File: config.mk
export PLATFORM = sky130hd
export DESIGN_NAME = plab5_mcore_dma_arbiter
export DESIGN_NICKNAME = d
export VERILOG_FILES = /design/src/rtl/plab5_mcore_dma_arbiter_pkg.sv /design/src/rtl/plab5_mcore_dma_arbiter_rr_arb.sv /design/src/rtl/plab5_mcore_dma_arbiter.sv
export SDC_FILE = /design/constraint.sdc
export NUM_CORES = 1
export LEC_CHECK = 0
export ABC_AREA = 1
export CORE_AREA = 5 5 139 141
export DETAILED_ROUTE_END_ITERATION = 10
export DIE_AREA = 0 0 144 146
export DONT_BUFFER_PORTS = 1
export PLACE_DENSITY = 0.57
export SLEW_MARGIN = 5
export SYNTH_ARGS = -nofsm -noshare
export SYNTH_HDL_FRONTEND = slang
export SYNTH_HIERARCHICAL = 1
export SYNTH_SLANG_ARGS = --single-unit
File: constraint.sdc
create_clock -name clk -period 1.7 [get_ports clk]
set_input_delay 0.085 -clock clk [delete_from_list [all_inputs] [get_ports clk]]
set_output_delay 0.085 -clock clk [all_outputs]
set_load 0.01 [all_outputs]
File: src/rtl/plab5_mcore_dma_arbiter_pkg.sv
// plab5_mcore_dma_arbiter_pkg: shared FSM encoding, default message widths and the round-robin slot helper.
package plab5_mcore_dma_arbiter_pkg;
  localparam int VC_MEM_REQ_MSG_NBITS = 77;
  localparam int VC_MEM_RESP_MSG_NBITS = 45;
  localparam int MEM_DATA_NBITS = 32;
  localparam int REQ_CNBITS = VC_MEM_REQ_MSG_NBITS - MEM_DATA_NBITS;
  localparam int RESP_CNBITS = VC_MEM_RESP_MSG_NBITS - MEM_DATA_NBITS;
  typedef enum logic [1:0] {IDLE, ISSUE, WAIT, RESP} state_e;
  function automatic int rr_slot(input int ptr, input int k, input int n);
    return (ptr + k) % n;
  endfunction
endpackage

File: src/rtl/plab5_mcore_dma_arbiter_rr_arb.sv
// plab5_mcore_dma_arbiter_rr_arb: combinational round-robin pick of the first request at or after ptr.
module plab5_mcore_dma_arbiter_rr_arb
  import plab5_mcore_dma_arbiter_pkg::*;
#(
  parameter int p_num_reqs = 2
) (
  input  logic [p_num_reqs-1:0]         reqs,
  input  logic [$clog2(p_num_reqs)-1:0] ptr,
  output logic [p_num_reqs-1:0]         grant,
  output logic [$clog2(p_num_reqs)-1:0] idx,
  output logic                          any
);
  localparam int IW = $clog2(p_num_reqs);
  logic [IW-1:0] slot;
  // scanning from the far end lets the closest slot to ptr overwrite the rest
  always_comb begin
    grant = '0;
    idx = '0;
    any = 1'b0;
    slot = '0;
    for (int k = p_num_reqs - 1; k >= 0; k--) begin
      slot = IW'(rr_slot(int'(ptr), k, p_num_reqs));
      if (reqs[slot]) begin
        grant = p_num_reqs'(1) << slot;
        idx = slot;
        any = 1'b1;
      end
    end
  end
endmodule

File: src/rtl/plab5_mcore_dma_arbiter.sv
// plab5_mcore_dma_arbiter: shares one DMA controller among requesters, one command at a time,
// with round-robin grant, watchdog on completion and response routed back to the grantee.
module plab5_mcore_dma_arbiter
  import plab5_mcore_dma_arbiter_pkg::*;
#(
  parameter int p_num_reqs    = 2,
  parameter int p_addr_nbits  = 32,
  parameter int p_req_cnbits  = REQ_CNBITS,
  parameter int p_resp_cnbits = RESP_CNBITS,
  parameter int p_timeout     = 64
) (
  input  logic                               clk,
  input  logic                               reset,
  input  logic [p_num_reqs-1:0]              req_val,
  output logic [p_num_reqs-1:0]              req_rdy,
  input  logic [p_num_reqs-1:0]              req_domain,
  input  logic [p_num_reqs*p_addr_nbits-1:0] req_src_addr,
  input  logic [p_num_reqs*p_addr_nbits-1:0] req_dest_addr,
  input  logic [p_num_reqs*p_req_cnbits-1:0] req_control,
  output logic [p_num_reqs-1:0]              resp_val,
  output logic [p_resp_cnbits-1:0]           resp_control,
  output logic                               resp_domain,
  output logic                               resp_err,
  output logic                               dma_val,
  input  logic                               dma_rdy,
  output logic                               dma_domain,
  output logic [p_addr_nbits-1:0]            dma_src_addr,
  output logic [p_addr_nbits-1:0]            dma_dest_addr,
  output logic [p_req_cnbits-1:0]            dma_req_control,
  input  logic                               dma_ack,
  input  logic [p_resp_cnbits-1:0]           dma_resp_control
);
  localparam int IW = $clog2(p_num_reqs);
  localparam int CW = $clog2(p_timeout);
  localparam logic [CW-1:0] last = CW'(p_timeout - 1);
  state_e state;
  logic [IW-1:0] ptr, grant, win_idx;
  logic [p_num_reqs-1:0] win;
  logic win_any, domain, err, expired;
  logic [CW-1:0] count;
  logic [p_addr_nbits-1:0] src, dest;
  logic [p_req_cnbits-1:0] ctrl;
  logic [p_resp_cnbits-1:0] rctrl;
  plab5_mcore_dma_arbiter_rr_arb #(.p_num_reqs(p_num_reqs)) rr_arb (
    .reqs(req_val), .ptr(ptr), .grant(win), .idx(win_idx), .any(win_any)
  );
  assign req_rdy = (state == IDLE) ? win : '0;
  assign dma_val = state == ISSUE;
  assign dma_domain = dma_val & domain;
  assign dma_src_addr = dma_val ? src : '0;
  assign dma_dest_addr = dma_val ? dest : '0;
  assign dma_req_control = dma_val ? ctrl : '0;
  assign resp_val = (state == RESP) ? p_num_reqs'(1) << grant : '0;
  assign resp_control = (state == RESP) ? rctrl : '0;
  assign resp_domain = (state == RESP) & domain;
  assign resp_err = (state == RESP) & err;
  // expired trails the saturated count by a cycle, so timeout lands p_timeout+1 cycles into WAIT
  always_ff @(posedge clk) begin
    if (reset) begin
      state <= IDLE;
      ptr <= '0;
      grant <= '0;
      count <= '0;
      expired <= 1'b0;
      domain <= 1'b0;
      src <= '0;
      dest <= '0;
      ctrl <= '0;
      rctrl <= '0;
      err <= 1'b0;
    end else begin
      case (state)
        IDLE: if (win_any) begin
          state <= ISSUE;
          grant <= win_idx;
          domain <= req_domain[win_idx];
          src <= req_src_addr[win_idx*p_addr_nbits +: p_addr_nbits];
          dest <= req_dest_addr[win_idx*p_addr_nbits +: p_addr_nbits];
          ctrl <= req_control[win_idx*p_req_cnbits +: p_req_cnbits];
        end
        ISSUE: if (dma_rdy) begin
          state <= WAIT;
          count <= '0;
          expired <= 1'b0;
        end
        WAIT: begin
          count <= (count == last) ? count : count + 1'b1;
          expired <= count == last;
          if (dma_ack || expired) begin
            state <= RESP;
            rctrl <= dma_ack ? dma_resp_control : '0;
            err <= !dma_ack;
          end
        end
        RESP: begin
          state <= IDLE;
          ptr <= (grant == IW'(p_num_reqs - 1)) ? '0 : grant + 1'b1;
        end
      endcase
    end
  end
endmodule

== After elaboration in Yosys (flattened, before gate mapping) ==
Index checks and enable logic that the tools add are counted.
W data, S select, Z words.
Storage, ports and cells
  output and inout bits: 130
  bits of input ports: 239
  bits in registers: 135
Cells by class
  bitwise operators: 3
  reduce and logical (&&, ||, !) cells: 9
  magnitude comparators: 3
  eq/ne operators: 8
  multiply operators: 1
  $add $sub $neg: 3
  shift operators: 6
  muxes and demuxes: 29
Operators with widths (count)
  $shiftx A64 B7 Y32: 2
  $shiftx A90 B8 Y45: 1
  $mux W32: 2
  $mux W45: 1
  $mux W13: 2
  $mux W2: 7
  $mux W1: 12
  $mux W6: 2
  $pmux W6 S2: 1
  $pmux W2 S4: 1
  $mul A1 B6 Y7 const B: 1
  $add A6 B1 Y6 const B: 1
  $eq A6 B6 Y1 const B: 1
  $lt A1 B2 Y1 const B: 3
  $reduce_and A2 Y1: 3
  $reduce_and A3 Y1: 2
  $shl A1 B1 Y2 const A: 3
  $eq A2 B2 Y1 const B: 2
  $ne A2 B1 Y1 const B: 2
  $ne A2 B2 Y1 const B: 2
  $and A1 B1 Y1: 3
  $add A1 B1 Y1 const B: 2
  $eq A2 B1 Y1 const B: 1
  $logic_not A2 Y1: 1
  4 further kinds: 4

== Logic depth before layout (Yosys ltp) ==
  depth in word-level cells: 7
  mapped depth: 10
  gate-level depth less buffers: 9

== Modules after synthesis ==
The synthesis kept the hierarchy.
By module, submodules not included
  plab5_mcore_dma_arbiter: area an instance 7303.3 sq um, cells an instance 1153, times used 1, seq. area each 2702.6 sq um
  plab5_mcore_dma_arbiter_rr_arb: area an instance 33.8 sq um, cells an instance 7, times used 1, seq. area each 0.0 sq um

== Least setup slack after synthesis ==
OpenSTA, ideal clock, no wires.
  path kind: flip-flop to flip-flop
  start point: register state[0]
  end point: register ctrl[0]
  setup slack: 0.293 ns
  period minus slack after synthesis: 1.407 ns
  arrival: 1.292 ns
  buffers on the path: 2
  setup time: 0.115 ns
  stages on the path, launching flop included: 9
  path through: dfxtp_1 inv_1 ha_1 nand2_1 inv_2 buf_2 buf_2 o211ai_1 inv_2
On the way
  longest elaborated chain between the ends: 2
Ends and longest elaborated chain
  start: declaration: line plab5_mcore_dma_arbiter.sv:36  | state_e state;
  start signal: assignment: line plab5_mcore_dma_arbiter.sv:60  | state <= IDLE;
  start signal: assignment: line plab5_mcore_dma_arbiter.sv:74  | state <= ISSUE;
  start signal: assignment: line plab5_mcore_dma_arbiter.sv:82  | state <= WAIT;
  $logic_not A2 Y1: line plab5_mcore_dma_arbiter.sv:72  | case (state)
  $reduce_and A2 Y1 (no line)
  end signal: assignment: line plab5_mcore_dma_arbiter.sv:79  | ctrl <= req_control[win_idx*p_req_cnbits +: p_req_cnbits];
  end: declaration: line plab5_mcore_dma_arbiter.sv:42  | logic [p_req_cnbits-1:0] ctrl;
Every way passes these cells.
A chain may end at the register's enable or synchronous reset.

== Final worst setup path ==
  start point: register state[1]
  end point: output port dma_req_control[0]
On the way
  longest elaborated chain between the ends: 2
Ends and longest elaborated chain
  $eq A2 B1 Y1: line plab5_mcore_dma_arbiter.sv:48  | assign dma_val = state == ISSUE;
  $mux W45: line plab5_mcore_dma_arbiter.sv:52  | assign dma_req_control = dma_val ? ctrl : '0;
  end: declaration: line plab5_mcore_dma_arbiter.sv:29  | output logic [p_req_cnbits-1:0] dma_req_control,
Every way passes these cells.

==> out/metrics.yaml <==
run_status: "finished clean"
rsz0062_at_grt: "yes"
p_sw_mw: 6.12
power_report.internal_total_mw: 9.68
synthTopCellsByCount: "nand2_1, inv_1, dfxtp_1"
post_synthesis_net_count: 1405
tritoncts: "yes"
yosys_register_bits: 135
synth_area_um2: 7340
netlist.area_leader.share_pct: 36.8
setup.worst_path.class: "reg2out"
leakage_nw: 5.79
max_freq_ghz: 0.590
cts_buffers: 17
power_frac_clock_pct: 26.3
syn_area_per_cell_um2: 6.33
final_nets: 1615
cts-htree-levels: 4
postRouteWirelength_um: 28200
die-height_um: 146
finalMaxSlewViolations: 0
yosys.cell_count.top_type: "nand2_1"
post_drt_wl_per_cell_um: 17.5
pin_count: 369
endpoint_class_of_the_critical_path: "primary output"
critical_path.reg2reg.startpoint: "state[0]"
critical_path_arrival_ps: 1610
core-area_um2: 17800
first_pass_grt_wire_length_um: 41900
detail_route.drc_violations: 0
die_width_um: 144
global_route.overflow_total: 0
netlist_top_cells_area: "dfxtp_1, nand2_1, o211ai_1"
io_buffer_count: 0
ys_async_sr_fraction_pct: 0
synthCells: 1160
synthDominantAreaCellType: "dfxtp_1"
first_global_vias: 8239
synth-warning-count: 6
initial_utilization_pct: 41.1
hold_viol_final: 0
fin_crit_sh_pct: 99.7
cap_violations: 0
global_placer_s_final_weighted_congestion: 0.782
largest_net_degree_at_the_start_of_global_routing: 85
p_comb_share_pct: 43.0
data_required_critical_path_ps: 1620
place_hpwl_um: 15600
final.setup.tns_ps: 0
drtIter0Drc: 480
clock_root_buffer: "clkbuf_16"
grt_antenna_before_repair: 4
antenna_violating_nets_post_route: 0
clk_pin_slew_ps: 60
max-slew-margin-rel_pct: 61.6
synth-seq-area-share_pct: 36.8
track_usage_pct: 24.9
setup.worst_path.start_class: "flip-flop"
layout-area-overhead-vs-synth_pct: 49.7
finalClockSkew_ps: 6.82
final_period_minus_worst_setup_slack_ps: 1690
synth-edff-count: 0
fillCellCount: 1517
final_std_cells_w_o_fill: 1615
critPathMaxFanout: 25
fp.dieArea_um2: 21000
detailedRoute.firstPassIterationCount: 6
synth_flop_cell: "dfxtp_1"
power.switching_fraction_pct: 38.7
holdCritPathClass: "in2reg"
route.detailed.vias_per_inst: 5.15
dp.cells: 1329
tightestPinTransition_ps: 574
clockBufferDepth: 2
placementRows: 49
number_of_clock_sinks_seen_by_cts: 135
holdCritStartpoint: "dma_ack"
clk_latency_ps: 410
seqPwrFrac_pct: 30.7
power_per_cell_area_nw_per_um2: 1440
max-vdd-ir-drop_mv: 0.728
layout_cell_share_with_drive_strength_beyond_1_pct: 17.5
worst_setup_path_startpoint: "state[1]"
finish.utilization_pct: 61.6
vias: 8318
report.final.setup_viol: 0
ys_types: 27
cells in the final DEF, fill, tap and decap left out, types with 11 or more instances in the layout:
| master | count |
|---|---|
| nand2_1 | 382 |
| dlygate4sd3_1 | 234 |
| inv_2 | 135 |
| dfxtp_1 | 134 |
| nand3_1 | 117 |
| inv_1 | 114 |
| o211ai_1 | 110 |
| clkbuf_16 | 20 |
| a21oi_1 | 17 |
| nor2_1 | 15 |
| buf_4 | 13 |
| nand2_2 | 11 |
per-layer routing:
metal | global-route usage [%] | up-vias | part of all wire [%]
met5 | 0 | - | 0
met3 | 7.56 | 124 | 8.4
met2 | 39.6 | 483 | 47
li1 | - | 3974 | -
met4 | 15.4 | 0 | 5.2
met1 | 29.1 | 3737 | 39
per-stage QoR:
step	setup slack (ps)	total power, mW	hold WS, ps	area, um^2
after global routing	-79.9	16.8	15.4	11000
after CTS	-48.9	15.2	9.34	10700
after global placement	179	9.94	156	7530
after floorplan	293	8.66	232	7340
after detailed placement	123	9.98	158	7530
final	5.94	15.8	18.2	11000
power by group through the flow:
stage | Sequential [mW] | Combinational (mW) | Clock, mW
floorplan | 4.66 | 4.00 | 0
global placement | 4.82 | 5.12 | 0
detailed placement | 4.81 | 5.18 | 0
CTS | 4.77 | 6.25 | 4.23
global route | 4.96 | 7.45 | 4.38
finish | 4.84 | 6.80 | 4.16
cell type report:
class / count / area [um^2] / share of cell area, %
Timing Repair Buffer: 271 / 2950 / 26.9
Tap cell: 229 / 287 / 2.61
Inverter: 262 / 1010 / 9.20
Clock inverter: 12 / 228 / 2.07
Clock buffer: 18 / 429 / 3.91
Sequential cell: 135 / 2700 / 24.6
Antenna cell: 5 / 12.5 / 0.114
Multi-Input combinational cell: 683 / 3360 / 30.6
path summary, 6_finish.rpt:
| path | slack (ps) | cells after the start | to |
|---|---|---|---|
| setup / recovery | 6 | 6 | dma_req_control[0] |
| hold / removal | 20 | 4 | rctrl[2] |
| setup reg to reg | 100 | 7 | domain |
| hold reg to reg | 450 | 2 | count[4] |
cells by family (layout without fill, tap and decap cells):
kind of cell | Yosys count | count (layout) | synth area share [%]
fa+ha+maj | 6 | 6 | 1.02
other cells | 0 | 5 | 0
flops | 135 | 135 | 36.8
simple gates | 540 | 540 | 29.9
compound gates | 137 | 137 | 13.4
buf+inv | 342 | 563 | 18.8
state kept, by name, summed over array words and instances (netlist names):
register	flops
count	6
ctrl	45
rctrl	13
state	2
expired	1
dest	32
err	1
grant	1
domain	1
ptr	1
src	32
critical path, stage by stage, from the launching register on:
cell	delay, ps
dfxtp_2	320
inv_2	50
buf_6	100
ha_4	190
bufbuf_16	340
nand2_1	80
inv_1	110
repair_timing:
item | in CTS | in global routing
resized for setup | 30 | 71
hold buffers | 234 | 0
gates cloned | 4 | 4
pin swaps | 0 | 7
hold endpoints to repair | 126 | 0
buffers inserted | 5 | 4
endpoints found under the setup margin | 110 | 139
Power figures use the tool's default switching activity.
